File: src/rtl/mux2_rr_arbiter.sv
// Purpose : round-robin merge of two valid/ready requesters onto one registered 2:1 mux output.
// Latency : a word accepted on edge N is presented on m_out after edge N (one cycle).
// Backpress: m_out_ready=0 with a full output stage holds everything and drops both readies.
//
// Ports:
//   clk, rst                   - single clock, synchronous active-high reset
//   a_valid/a_data/a_ready     - requester A handshake
//   b_valid/b_data/b_ready     - requester B handshake
//   sel                        - combinational mux select (1 = A, 0 = B)
//   m_out_valid/m_out/m_out_ready/m_out_src - registered output stream and its source tag
//   cnt_a, cnt_b               - saturating per-source grant counters (debug)
module mux2_rr_arbiter #(
    parameter int WIDTH = 32,
    parameter int CNT_W = 16
) (
    input  logic             clk,
    input  logic             rst,
    input  logic             a_valid,
    input  logic [WIDTH-1:0] a_data,
    output logic             a_ready,
    input  logic             b_valid,
    input  logic [WIDTH-1:0] b_data,
    output logic             b_ready,
    output logic             sel,
    output logic             m_out_valid,
    output logic [WIDTH-1:0] m_out,
    input  logic             m_out_ready,
    output logic             m_out_src,
    output logic [CNT_W-1:0] cnt_a,
    output logic [CNT_W-1:0] cnt_b
);

    typedef enum logic {
        ST_EMPTY = 1'b0,
        ST_FULL  = 1'b1
    } state_t;

    typedef enum logic {
        PTR_B = 1'b0,
        PTR_A = 1'b1
    } ptr_t;

    localparam logic [CNT_W-1:0] CNT_MAX = {CNT_W{1'b1}};

    state_t           state_q, state_d;
    ptr_t             ptr_q,   ptr_d;
    logic [WIDTH-1:0] data_q,  data_d;
    logic             src_q,   src_d;
    logic [CNT_W-1:0] cnt_a_q, cnt_a_d;
    logic [CNT_W-1:0] cnt_b_q, cnt_b_d;

    logic load_en;
    logic grant_a;
    logic grant_b;
    logic grant_any;
    logic [WIDTH-1:0] mux_dat;

    // The stage can take a new word when empty or when its current word leaves this cycle.
    assign load_en = (state_q == ST_EMPTY) || m_out_ready;

    // A lone requester always wins; on contention the pointer decides.
    // Grants are independent of load_en so sel keeps tracking arbitration during a stall.
    assign grant_a   = a_valid && (!b_valid || (ptr_q == PTR_A));
    assign grant_b   = b_valid && (!a_valid || (ptr_q == PTR_B));
    assign grant_any = grant_a || grant_b;

    assign sel     = grant_a;
    assign mux_dat = sel ? a_data : b_data;

    assign a_ready = load_en && grant_a;
    assign b_ready = load_en && grant_b;

    always_comb begin
        state_d = state_q;
        ptr_d   = ptr_q;
        data_d  = data_q;
        src_d   = src_q;
        cnt_a_d = cnt_a_q;
        cnt_b_d = cnt_b_q;

        if (load_en) begin
            if (grant_any) begin
                state_d = ST_FULL;
                data_d  = mux_dat;
                src_d   = sel;
                // Hand priority to the other side even if it is idle right now.
                ptr_d   = grant_a ? PTR_B : PTR_A;
                if (grant_a && (cnt_a_q != CNT_MAX)) begin
                    cnt_a_d = cnt_a_q + CNT_W'(1);
                end
                if (grant_b && (cnt_b_q != CNT_MAX)) begin
                    cnt_b_d = cnt_b_q + CNT_W'(1);
                end
            end else begin
                // Drain (or stay empty); the last word and its tag stay visible.
                state_d = ST_EMPTY;
            end
        end
    end

    always_ff @(posedge clk) begin
        if (rst) begin
            state_q <= ST_EMPTY;
            ptr_q   <= PTR_A;
            data_q  <= '0;
            src_q   <= 1'b0;
            cnt_a_q <= '0;
            cnt_b_q <= '0;
        end else begin
            state_q <= state_d;
            ptr_q   <= ptr_d;
            data_q  <= data_d;
            src_q   <= src_d;
            cnt_a_q <= cnt_a_d;
            cnt_b_q <= cnt_b_d;
        end
    end

    assign m_out_valid = (state_q == ST_FULL);
    assign m_out       = data_q;
    assign m_out_src   = src_q;
    assign cnt_a       = cnt_a_q;
    assign cnt_b       = cnt_b_q;

endmodule

File: config.mk
export PLATFORM = sky130hd
export DESIGN_NAME = mux2_rr_arbiter
export DESIGN_NICKNAME = d
export VERILOG_FILES = /design/src/rtl/mux2_rr_arbiter.sv
export SDC_FILE = /design/constraint.sdc
export NUM_CORES = 1
export LEC_CHECK = 0
export ABC_AREA = 0
export CAP_MARGIN = 20
export CORE_UTILIZATION = 29
export CTS_CLUSTER_DIAMETER = 200
export CTS_CLUSTER_SIZE = 40
export DETAILED_ROUTE_END_ITERATION = 10
export SETUP_SLACK_MARGIN = 0.3
export SYNTH_ARGS = -nofsm -noshare
export SYNTH_HDL_FRONTEND = slang
export SYNTH_SLANG_ARGS = --single-unit
File: constraint.sdc
create_clock -name clk -period 1.9 [get_ports clk]
set_input_delay 0.38 -clock clk [delete_from_list [all_inputs] [get_ports clk]]
set_output_delay 0.38 -clock clk [all_outputs]
set_load 0.005 [all_outputs]
==> After elaboration in Yosys (flattened, before gate mapping) <==
Index checks and enable logic that the tools add are counted.
{ "op_classes": {"addsub": 2, "multipliers": 0, "div_mod_pow": 0, "order_cmp": 0, "eq_ne": 2, "n_shift": 0, "n_mux": 3, "n_bitwise": 2, "reduce_logical": 15} }
{ "op_table": {"columns": ["operator", "count"], "rows": [
  ["$add A16 B1 Y16 const B", 2],
  ["$mux W32", 1],
  ["$ne A16 B16 Y1 const B", 2],
  ["$logic_and A1 B1 Y1", 6],
  ["$reduce_and A3 Y1", 2],
  ["$logic_or A1 B1 Y1", 4],
  ["$logic_not A1 Y1", 2],
  ["$mux W1", 2],
  ["$not A1 Y1", 2],
  ["$reduce_and A2 Y1", 1]
]} }
{ "word_totals": {"regBits": 67, "latchBits": 0, "ram_bits": 0, "rom_bits": 0, "input_bits": 69, "output_inout_bits": 69, "wordCells": 30, "n_memories": 0} }

==> Logic depth before layout (Yosys ltp) <==
Gate-level depths: netlist (run 1).
{ "depth": {"ltp_word": 5, "depth_mapped": 8, "ltp_nobuf": 5} }

==> Worst setup path before layout (run 1) <==
No wires, ideal clock.
{ "synth_path": {"path_type": "input to register", "startpoint": "input m_out_ready", "endpoint": "register cnt_a_q[9] (netlist: cnt_a[9])", "setup_time_ns": 0.121, "arrival_ns": 1.618, "slack_ns": 0.161, "stages": 6, "n_path_buf": 2, "cell_sequence": "nand2b_1 > buf_2 > nand3_2 > clkbuf_1 > nor4_1 > mux2_2"} }
{ "synth_via": {"elab_chain_cells": 2} }
{ "synth_rtl": {"columns": ["element", "line", "text"], "rows": [
  ["start, declared", "27", "input logic m_out_ready,"],
  ["$logic_or A1 B1 Y1", "59", "assign load_en = (state_q == ST_EMPTY) || m_out_ready;"],
  ["$reduce_and A3 Y1 (no line)", null, null],
  ["end signal, assigned", "114", "cnt_a_q <= cnt_a_d;"],
  ["end, declared", "49", "logic [CNT_W-1:0] cnt_a_q, cnt_a_d;"]
]} }
Every way passes these cells.
A chain may end at the register's enable or synchronous reset.

==> Worst setup path after layout (run 1) <==
{ "layout_path": {"startpoint": "register cnt_b_q[1] (netlist: cnt_b[1])", "endpoint": "register cnt_b_q[11] (netlist: cnt_b[11])"} }
{ "layout_via": {"elab_chain_cells": 3, "word_cells_on_any_way": 4} }
{ "layout_rtl": {"columns": ["element", "line", "text"], "rows": [
  ["start, declared", "50", "logic [CNT_W-1:0] cnt_b_q, cnt_b_d;"],
  ["start signal, assigned", "115", "cnt_b_q <= cnt_b_d;"],
  ["branches (longest 3 deep; another with $add A16 B1 Y16)", null, null]
]} }
Several ways; the timed one is not identified.

==> results of run 1 <==
-- synth_stat cells (2+ instances only) --
cell type  instances
and3_1             3
mux2_2            14
and2_1             3
ha_1               2
a31oi_1            2
nand4_1            9
a222oi_1          31
nor3_1             8
a211oi_1           5
a21oi_1           14
nand3_1           13
nand2_1           12
a41oi_1            2
or4_1              9
and4_1             5
nand2b_1           4
dfxtp_1           67
buf_1              3
nor2_1            50
buf_2              5
nor3b_1            2
inv_1              8
o31ai_1            8
o21ba_2            2
nor4_1            11
clkbuf_1          15
nor2b_1           14
-- kinds of logic after synthesis --
| kind of cell | Yosys count | synth area share |
|---|---|---|
| compound gates | 73 | 0.1942 |
| fa+ha+maj | 2 | 0.008109 |
| buf+inv | 31 | 0.03974 |
| flops | 67 | 0.4347 |
| mux | 15 | 0.05434 |
| simple gates | 151 | 0.2689 |
-- routing by layer --
layer,global-route usage,part of all wire
met2,0.3032,0.50
met3,0.04117,0.064
met4,0.07445,0.015
met5,0,0
met1,0.2285,0.43
-- registers in the layout, summed over array words and instances (netlist names) --
signal	count
m_out_valid	1
m_out	32
m_out_src	1
cnt_b	16
cnt_a	16
ptr_q	1
-- worst max-delay path: stages, from the launching register on --
cell and delay (ns):
dfxtp_4 0.38, ha_4 0.18, inv_2 0.07, nor4_4 0.44
nor4_4 0.11, mux2_4 0.31
-- path summary, 6_finish.rpt --
path | slack [ns] | cells past startpoint | end | startpoint
worst max-delay path | 0.29 | 5 | cnt_b[11]$_SDFFE_PP0P_ | cnt_b[1]$_SDFFE_PP0P_
worst min-delay path | 0.49 | 1 | cnt_b[15]$_SDFFE_PP0P_ | cnt_b[15]$_SDFFE_PP0P_
worst max register to register | 0.29 | 5 | cnt_b[11]$_SDFFE_PP0P_ | cnt_b[1]$_SDFFE_PP0P_
worst min register to register | 0.49 | 1 | cnt_b[15]$_SDFFE_PP0P_ | cnt_b[15]$_SDFFE_PP0P_
-- cell type report --
| type | instances | area (um2) | share of cell area |
|---|---|---|---|
| Inverter | 8 | 32.53 | 0.005707 |
| Sequential cell | 67 | 1438 | 0.2522 |
| Multi-Input combinational cell | 241 | 1971 | 0.3457 |
| Clock inverter | 2 | 35.03 | 0.006146 |
| Clock buffer | 12 | 165.2 | 0.02897 |
| Tap cell | 136 | 170.2 | 0.02985 |
| Timing Repair Buffer | 195 | 1889 | 0.3314 |
-- per-stage QoR --
step	instances	setup TNS (ns)	hold slack [ns]	power (W)
after floorplan	339	0	0.4754	0.001761
after global placement	618	-11.93	0.4750	0.002127
after detailed placement	618	-14.43	0.4846	0.002132
after CTS	651	0	0.4795	0.003364
after global routing	661	0	0.5064	0.003472
final	661	0	0.4857	0.003316
-- cells in the final DEF, fill, tap and decap left out, drive strengths merged, types with 13 or more instances in the layout --
| master | synthesis | routed |
|---|---|---|
| clkdlybuf4s50 | 0 | 85 |
| dfxtp | 67 | 67 |
| buf | 8 | 62 |
| nor2 | 50 | 50 |
| a222oi | 31 | 31 |
| dlygate4sd2 | 0 | 28 |
| dlymetal6s2s | 0 | 18 |
| nor2b | 14 | 14 |
| mux2 | 14 | 14 |
| a21oi | 14 | 14 |
| nand3 | 14 | 14 |
| clkbuf | 15 | 13 |
-- what timing repair did --
| item | 4_1_cts | 5_1_grt |
|---|---|---|
| setup buffers | 18 | 9 |
| endpoints found under the setup margin | 102 | 55 |
| gates cloned | 1 | 1 |
| pin swaps | 15 | 23 |
| endpoints found under the hold margin | 0 | 0 |
| resized for setup | 130 | 62 |
-- power groups by stage --
stage / logic, W / registers, W / clock network, W
floorplan: 0.000215 / 0.00155 / 0
global placement: 0.000587 / 0.00154 / 0
detailed placement: 0.000591 / 0.00154 / 0
CTS: 0.000603 / 0.00150 / 0.00127
global route: 0.000658 / 0.00150 / 0.00131
finish: 0.000607 / 0.00149 / 0.00122
==> results.py, run 1 <==
metrics = {
    "clock_tree": {
        "cts_buffers": 9,
        "cts_tree": "yes",
        "worstSkewPairLatency_ns": 0.33,
        "htree_levels": 3,
        "cts_sinks": 67,
        "clk_path_buf_depth": 2,
        "ctsHoldBuffers": 0,
        "path_clk_slew_ns": 0.07,
        "cts-root-buf": "clkbuf_8",
    },
    "worst_setup_path": {
        "setup.worst_path.end_class": "register",
        "cp_max_fo": 5,
        "arrival_ns": 1.83,
        "path_class": "reg2reg",
        "worstPathRequired_ns": 2.12,
        "cp-start-kind": "register",
    },
    "timing": {
        "tightest_slew_ns": 0.4609,
        "fin_ws_ns": 0.2903,
        "fmax_mhz": 621.2,
        "relSlewSlack": 0.6916,
        "hold_viol": 0,
        "finalSetupViolations": 0,
        "skew_ns": 0.01017,
        "finalCriticalPeriod_ns": 1.610,
        "rsz0062_at_grt": "true",
        "period_share": 0.8472,
        "slew_violations": 0,
    },
    "final_layout": {
        "syn_to_final_growth_pct": 84.75,
        "drive_gt1_frac": 0.3352,
        "n_antenna_cell": 0,
        "finish.instance_area_um2": 5700,
        "fillCellCount": 918,
        "fin_nets": 593,
        "final_core_util": 0.5522,
    },
    "floorplan": {
        "initial_core_util": 0.2989,
        "die_x_um": 105.2,
        "fp.coreArea_um2": 10320,
        "num_rows": 37,
        "die_h_um": 105.2,
        "die-area_um2": 11060,
        "ios": 138,
    },
    "pwr": {
        "p_sw_w": 0.0008020,
        "internal_power_w": 0.002514,
        "switching_share": 0.2418,
        "power.leakage_nw": 2.509,
        "power_per_cell_area_nw_per_um2": 581.7,
        "pwr-share-seq": 0.450,
        "vdd_ir_drop_max_v": 0.0004103,
        "combPwrFrac": 0.183,
        "p_clk_frac": 0.367,
    },
    "synth": {
        "ys_ff_latch": 67,
        "synth_area_um2": 3085,
        "synthDistinctLibCells": 45,
        "synth_edf_count": 0,
        "synthFlopType": "dfxtp_1",
        "syn-num-nets": 410,
        "synth_area_leaders": "dfxtp_1, a222oi_1, nor2_1",
        "ys_warn_count": 0,
        "syn_avg_cell_area_um2": 9.102,
        "synth_top_area_frac": 0.4347,
        "async_flop_share": 0,
        "synth_top_area_cell": "dfxtp_1",
        "synthCells": 339,
        "yosysSeqAreaShare": 0.4347,
    },
    "global_route": {
        "grt_usage": 0.1829,
        "grt_max_degree": 83,
        "antenna_found_initial": 0,
        "grt_pass1_wl_um": 16440,
        "grt-ovfl-total": 0,
        "grt_pass1_vias": 3422,
    },
    "detailed_routing": {
        "via_count": 3533,
        "drtIter0Drc": 334,
        "drtAntennaViolNets": 0,
        "avgViaCountPerCell": 5.345,
        "wirelength_um": 10500,
        "wire_per_inst_um": 15.89,
        "dr.pass1.iters": 7,
        "drc": 0,
    },
    "run_status": {
        "status": "completed",
    },
    "placement": {
        "post-place-ws_ns": -0.4205,
        "gp_congestion": 0.7871,
        "placed_area_um2": 4821,
        "dp_hpwl_um": 6676,
        "port_buffers": 137,
    },
    "min_path": {
        "hp-class": "reg2reg",
    },
    "job": {
        "drv_cap": 0,
    },
}
Note: power is estimated with default switching activity, not from simulation.
==> inputs of run 2 (changes only) <==
clock period = 1.3 ns   (was 1.9 ns; I/O delays follow)
==> results.py, run 2 (synthesized netlist as in run 1, its figures left out) <==
metrics = {
    "worst_setup_path": {
        "reg2reg_to": "cnt_a[1]$_SDFFE_PP0P_",
        "worst_r2r_path_depth": 8,
        "path_class": "reg2reg",
        "slowest_delay_ns": 0.37,
        "worstPathRequired_ns": 1.55,
        "cp_max_fo": 5,
        "setup.worst_path.end_class": "register",
        "cp_common_cell": "buf_6",
        "arrival_ns": 1.94,
        "crit_path_top_delay_cell": "dfxtp_4",
        "path_cells": "buf_6 -> buf_6 -> nand4_1 -> buf_4 -> nor4_4 -> buf_6 -> nor3b_2 -> o21ba_2",
        "rr_startpoint": "cnt_a[7]$_SDFFE_PP0P_",
        "r2r_setup_slack_ns": -0.39,
        "cp-start-kind": "register",
    },
    "run_status": {
        "violations": "negative setup slack",
        "status": "finished, violations left",
    },
    "clock_tree": {
        "cts_tree": "yes",
        "cts_buffers": 9,
        "path_clk_slew_ns": 0.08,
        "worstSkewPairLatency_ns": 0.35,
        "cts_sinks": 67,
        "ctsHoldBuffers": 0,
        "htree_levels": 3,
        "cts-root-buf": "clkbuf_8",
        "clk_path_buf_depth": 2,
    },
    "timing": {
        "period_share": 1.300,
        "skew_ns": 0.01159,
        "relSlewSlack": 0.7576,
        "finalCriticalPeriod_ns": 1.690,
        "fmax_mhz": 591.6,
        "finalSetupViolations": 72,
        "hold_viol": 0,
        "tightest_slew_ns": 0.3632,
        "slew_violations": 0,
        "rsz0062_at_grt": "true",
        "fin_ws_ns": -0.3902,
    },
    "pwr": {
        "power_per_cell_area_nw_per_um2": 718.6,
        "vdd_ir_drop_max_v": 0.0005677,
        "finalPower_w": 0.005155,
        "power.leakage_nw": 2.959,
    },
    "final_layout": {
        "n_antenna_cell": 0,
        "syn_to_final_growth_pct": 132.5,
        "largest_reg_flops": 32,
        "layout_commonest_cell": "buf_6",
        "drive_gt1_frac": 0.6306,
        "fin_nets": 694,
        "fillCellCount": 748,
        "most-common-layout-cells": "buf_6, clkdlybuf4s50_1, buf_4",
        "finish.instance_area_um2": 7173,
    },
    "placement": {
        "post-place-ws_ns": -0.9226,
        "port_buffers": 137,
        "placed_area_um2": 5359,
        "gp_congestion": 0.7882,
        "dp_hpwl_um": 7948,
    },
    "floorplan": {
        "num_rows": 37,
        "initial_core_util": 0.2989,
        "die_x_um": 105.2,
        "fp.coreArea_um2": 10320,
        "die-area_um2": 11060,
        "die_h_um": 105.2,
        "ios": 138,
    },
    "global_route": {
        "grt_usage": 0.2252,
        "grt_pass1_vias": 3939,
        "antenna_found_initial": 0,
        "grt-ovfl-total": 0,
        "grt_max_degree": 34,
        "grt_pass1_wl_um": 19560,
    },
    "detailed_routing": {
        "wirelength_um": 13580,
        "drtAntennaViolNets": 0,
        "wire_per_inst_um": 17.77,
        "avgViaCountPerCell": 5.310,
        "drtIter0Drc": 264,
        "dr.pass1.iters": 6,
        "drc": 0,
        "via_count": 4057,
    },
    "min_path": {
        "min_path_cells": 3,
        "hp-start": "rst",
        "hp-class": "in2reg",
        "min_to": "cnt_b[10]$_SDFFE_PP0P_",
    },
    "job": {
        "drv_cap": 0,
    },
}
-- run 2: cell types whose count changed in the layout (fill, tap and decap cells not counted), moves of 12 or more --
cell,delta
dlygate4sd2_1,-27
dfxtp_1,-32
buf_4,+17
buf_2,+12
buf_6,+123
clkdlybuf4s50_1,-21
dlymetal6s2s_1,-18
dfxtp_2,+39
-- run 2: area by class of cell --
class / count / area (um2) / area share
clock inverter: 4 / 25.02 / 0.003489
tap: 136 / 170.2 / 0.02372
sequential: 67 / 1460 / 0.2036
multi-input combinational: 241 / 2187 / 0.3049
inverter: 8 / 50.05 / 0.006977
clock buffer: 12 / 156.4 / 0.02180
timing repair buffer: 296 / 3124 / 0.4355
-- run 2: worst max path at each step --
stage                                from                      to
global route        cnt_a[0]$_SDFFE_PP0P_   cnt_a[1]$_SDFFE_PP0P_
CTS                 cnt_a[7]$_SDFFE_PP0P_   cnt_a[8]$_SDFFE_PP0P_
detailed placement                b_valid  cnt_b[14]$_SDFFE_PP0P_
floorplan           cnt_a[4]$_SDFFE_PP0P_  cnt_a[12]$_SDFFE_PP0P_
global placement                  b_valid                 b_ready
finish              cnt_a[7]$_SDFFE_PP0P_   cnt_a[1]$_SDFFE_PP0P_
-- run 2: where the power goes --
part | switching (W) | total (W) | internal (W)
combinational | 0.000474 | 0.00128 | 0.000804
sequential | 0.0000759 | 0.00222 | 0.00215
clock | 0.000848 | 0.00165 | 0.000804
total | 0.00140 | 0.00515 | 0.00376
-- run 2: layer usage --
metal	routed length, um	track usage
met5	0	0
met2	6801	0.3794
met1	5485	0.2657
met3	975	0.06925
met4	315	0.08954
-- run 2: through the flow --
| stage | util | cells | TNS [ns] | hold slack, ns |
|---|---|---|---|---|
| floorplan | - | 339 | -6.577 | 0.4286 |
| global placement | 0.5191 | 670 | -47.20 | 0.4713 |
| detailed placement | 0.5191 | 670 | -50.14 | 0.4827 |
| CTS | 0.6383 | 739 | -14.00 | 0.3269 |
| global route | 0.6948 | 764 | -19.83 | 0.3534 |
| finish | 0.6948 | 764 | -15.51 | 0.3467 |
-- run 2: repair_timing --
item | CTS | global route
setup endpoints to repair | 136 | 136
pin swaps | 60 | 51
cloned | 5 | 3
gates resized for setup | 490 | 76
buffers inserted | 48 | 22
-- run 2: critical path: cells and delay by family (launching register included) --
family	cells	cell delay, ns
AND/OR/NAND/NOR	3	0.51
AO/OA/AOI/OAI	1	0.18
flip-flops	1	0.37
buffers and inverters	4	0.53
==> inputs of run 3 (changes only) <==
==> constraint.sdc (replaced) <==
create_clock -name clk -period 1.3 [get_ports clk]
set_input_delay 0.195 -clock clk [delete_from_list [all_inputs] [get_ports clk]]
set_output_delay 0.195 -clock clk [all_outputs]
set_load 0.05 [all_outputs]
==> results.py, run 3 (synthesized netlist as in run 1, its figures left out) <==
metrics = {
    "floorplan": {
        "initial_core_util": 0.2989,
        "die_x_um": 105.2,
        "fp.coreArea_um2": 10320,
        "die_h_um": 105.2,
        "ios": 138,
        "num_rows": 37,
        "die-area_um2": 11060,
    },
    "timing": {
        "skew_ns": 0.01180,
        "hold_viol": 0,
        "period_share": 1.286,
        "finalCriticalPeriod_ns": 1.672,
        "tightest_slew_ns": 0.4086,
        "rsz0062_at_grt": "true",
        "fin_ws_ns": -0.3719,
        "relSlewSlack": 0.7273,
        "finalSetupViolations": 71,
        "slew_violations": 0,
        "fmax_mhz": 598.1,
    },
    "final_layout": {
        "stdcell_count": 752,
        "syn_to_final_growth_pct": 151.4,
        "drive_gt1_frac": 0.6358,
        "largest_reg_flops": 32,
        "finish.instance_area_um2": 7756,
        "fin_nets": 681,
        "most-common-layout-cells": "buf_12, buf_6, clkdlybuf4s50_1",
        "layout_commonest_cell": "buf_12",
    },
    "detailed_routing": {
        "drtAntennaViolNets": 0,
        "dr.pass1.iters": 9,
        "wl_met3_um": 725,
        "met2_length_um": 8025,
        "drtIter0Drc": 375,
        "avgViaCountPerCell": 5.517,
        "highest_layer": "met4",
        "wirelength_um": 14780,
        "wire_per_inst_um": 19.65,
        "via_count": 4149,
        "drc": 0,
        "met1_length_um": 5386,
    },
    "pwr": {
        "power.leakage_nw": 3.055,
        "power_per_cell_area_nw_per_um2": 775.7,
        "vdd_ir_drop_max_v": 0.0006267,
    },
    "clock_tree": {
        "path_clk_slew_ns": 0.07,
        "cts_buffers": 9,
        "ctsHoldBuffers": 0,
        "clk_path_buf_depth": 2,
        "cts_tree": "yes",
        "worstSkewPairLatency_ns": 0.36,
        "cts-root-buf": "clkbuf_8",
        "htree_levels": 3,
        "cts_sinks": 67,
    },
    "worst_setup_path": {
        "rr_startpoint": "m_out_valid$_SDFFE_PP0N_",
        "arrival_ns": 1.96,
        "worstPathRequired_ns": 1.59,
        "setup.worst_path.end_class": "register",
        "setup.worst_path.end": "cnt_b[8]$_SDFFE_PP0P_",
        "cp-start-kind": "register",
        "crit_path_start": "m_out_valid$_SDFFE_PP0N_",
        "reg2reg_to": "cnt_b[8]$_SDFFE_PP0P_",
        "r2r_setup_slack_ns": -0.37,
        "cp_max_fo": 6,
        "worst_r2r_path_depth": 7,
        "path_class": "reg2reg",
    },
    "job": {
        "drv_cap": 0,
    },
    "placement": {
        "dp_hpwl_um": 8112,
        "placed_area_um2": 6233,
        "dp.cells": 675,
        "port_buffers": 137,
        "gp_congestion": 0.8435,
    },
    "global_route": {
        "grt_pass1_vias": 3921,
        "grt_pass1_wl_um": 19730,
        "antenna_found_initial": 1,
        "grt_usage": 0.2252,
        "grt-ovfl-total": 0,
        "grt_max_degree": 50,
    },
    "run_status": {
        "violations": "negative setup slack",
        "status": "finished, violations left",
    },
    "min_path": {
        "hp-class": "in2reg",
    },
}
## run 3: cell count changes in the layout (fill, tap and decap cells not counted), moves of 3 or more
cell and change:
buf_12 +65, buf_6 -62, dfxtp_2 -22, dfxtp_4 +22, buf_2 -15, buf_16 -4
nor3_2 -3, or4_1 -3, or4_4 +3
## run 3: cell type report
type	instances	area (um2)
fillers	625	2567
clock inverters	3	25.02
well taps	136	170.2
multi-input cells	242	2240
diodes	1	2.502
clock buffers	13	202.7
repair inverters	1	11.26
repair buffers	281	3542
flip-flops and latches	67	1515
inverters	8	47.55
## run 3: repair_timing
action / 4_1_cts / 5_1_grt
resized for setup: 134 / 74
endpoints found under the setup margin: 136 / 136
gates cloned: 6 / 2
buffers inserted: 27 / 25
pin swaps: 31 / 36
## run 3: critical path, cell delays in order, from the launching register on
cell      delay (ns)
dfxtp_4         0.36
nand2b_4        0.07
buf_8           0.12
buf_4           0.12
buf_6           0.12
nand3_4         0.12
or4_4           0.57
a21oi_2         0.12
## run 3: per-layer routing
metal	vias up	global-route usage
li1	1875	-
met1	2055	0.2463
met2	165	0.4153
met3	54	0.04928
met4	0	0.09658
met5	-	0
## run 3: worst min path at each step
stage / from / endpoint / slack, ns / depth (start not counted)
final: rst / cnt_b[8]$_SDFFE_PP0P_ / 0.27 / 3
after global routing: rst / cnt_a[5]$_SDFFE_PP0P_ / 0.29 / 3
after CTS: rst / cnt_a[2]$_SDFFE_PP0P_ / 0.27 / 3
after detailed placement: m_out_src$_SDFFE_PP0P_ / m_out_src$_SDFFE_PP0P_ / 0.53 / 2
after global placement: m_out_src$_SDFFE_PP0P_ / m_out_src$_SDFFE_PP0P_ / 0.53 / 2
after floorplan: b_data[23] / m_out[23]$_SDFFE_PP0P_ / 0.36 / 2
## run 3: power breakdown
group          internal (W)  total, W  switching (W)
sequential          0.00211   0.00223       0.000116
combinational      0.000991   0.00183       0.000837
clock               0.00105   0.00196       0.000913
total               0.00415   0.00602        0.00187
## run 3: per-stage QoR
stage / worst slack (ns) / TNS, ns / total power (W) / hold slack, ns / utilization
after detailed placement: -0.6863 / -37.89 / 0.003754 / 0.5342 / 0.6038
after floorplan: -0.3324 / -11.76 / 0.002931 / 0.3601 / -
after global placement: -0.6295 / -36.20 / 0.003730 / 0.5278 / 0.6038
after global routing: -0.4048 / -21.59 / 0.006206 / 0.2900 / 0.7513
final: -0.3719 / -17.67 / 0.006016 / 0.2711 / 0.7513
after CTS: -0.2856 / -13.30 / 0.005851 / 0.2699 / 0.6926
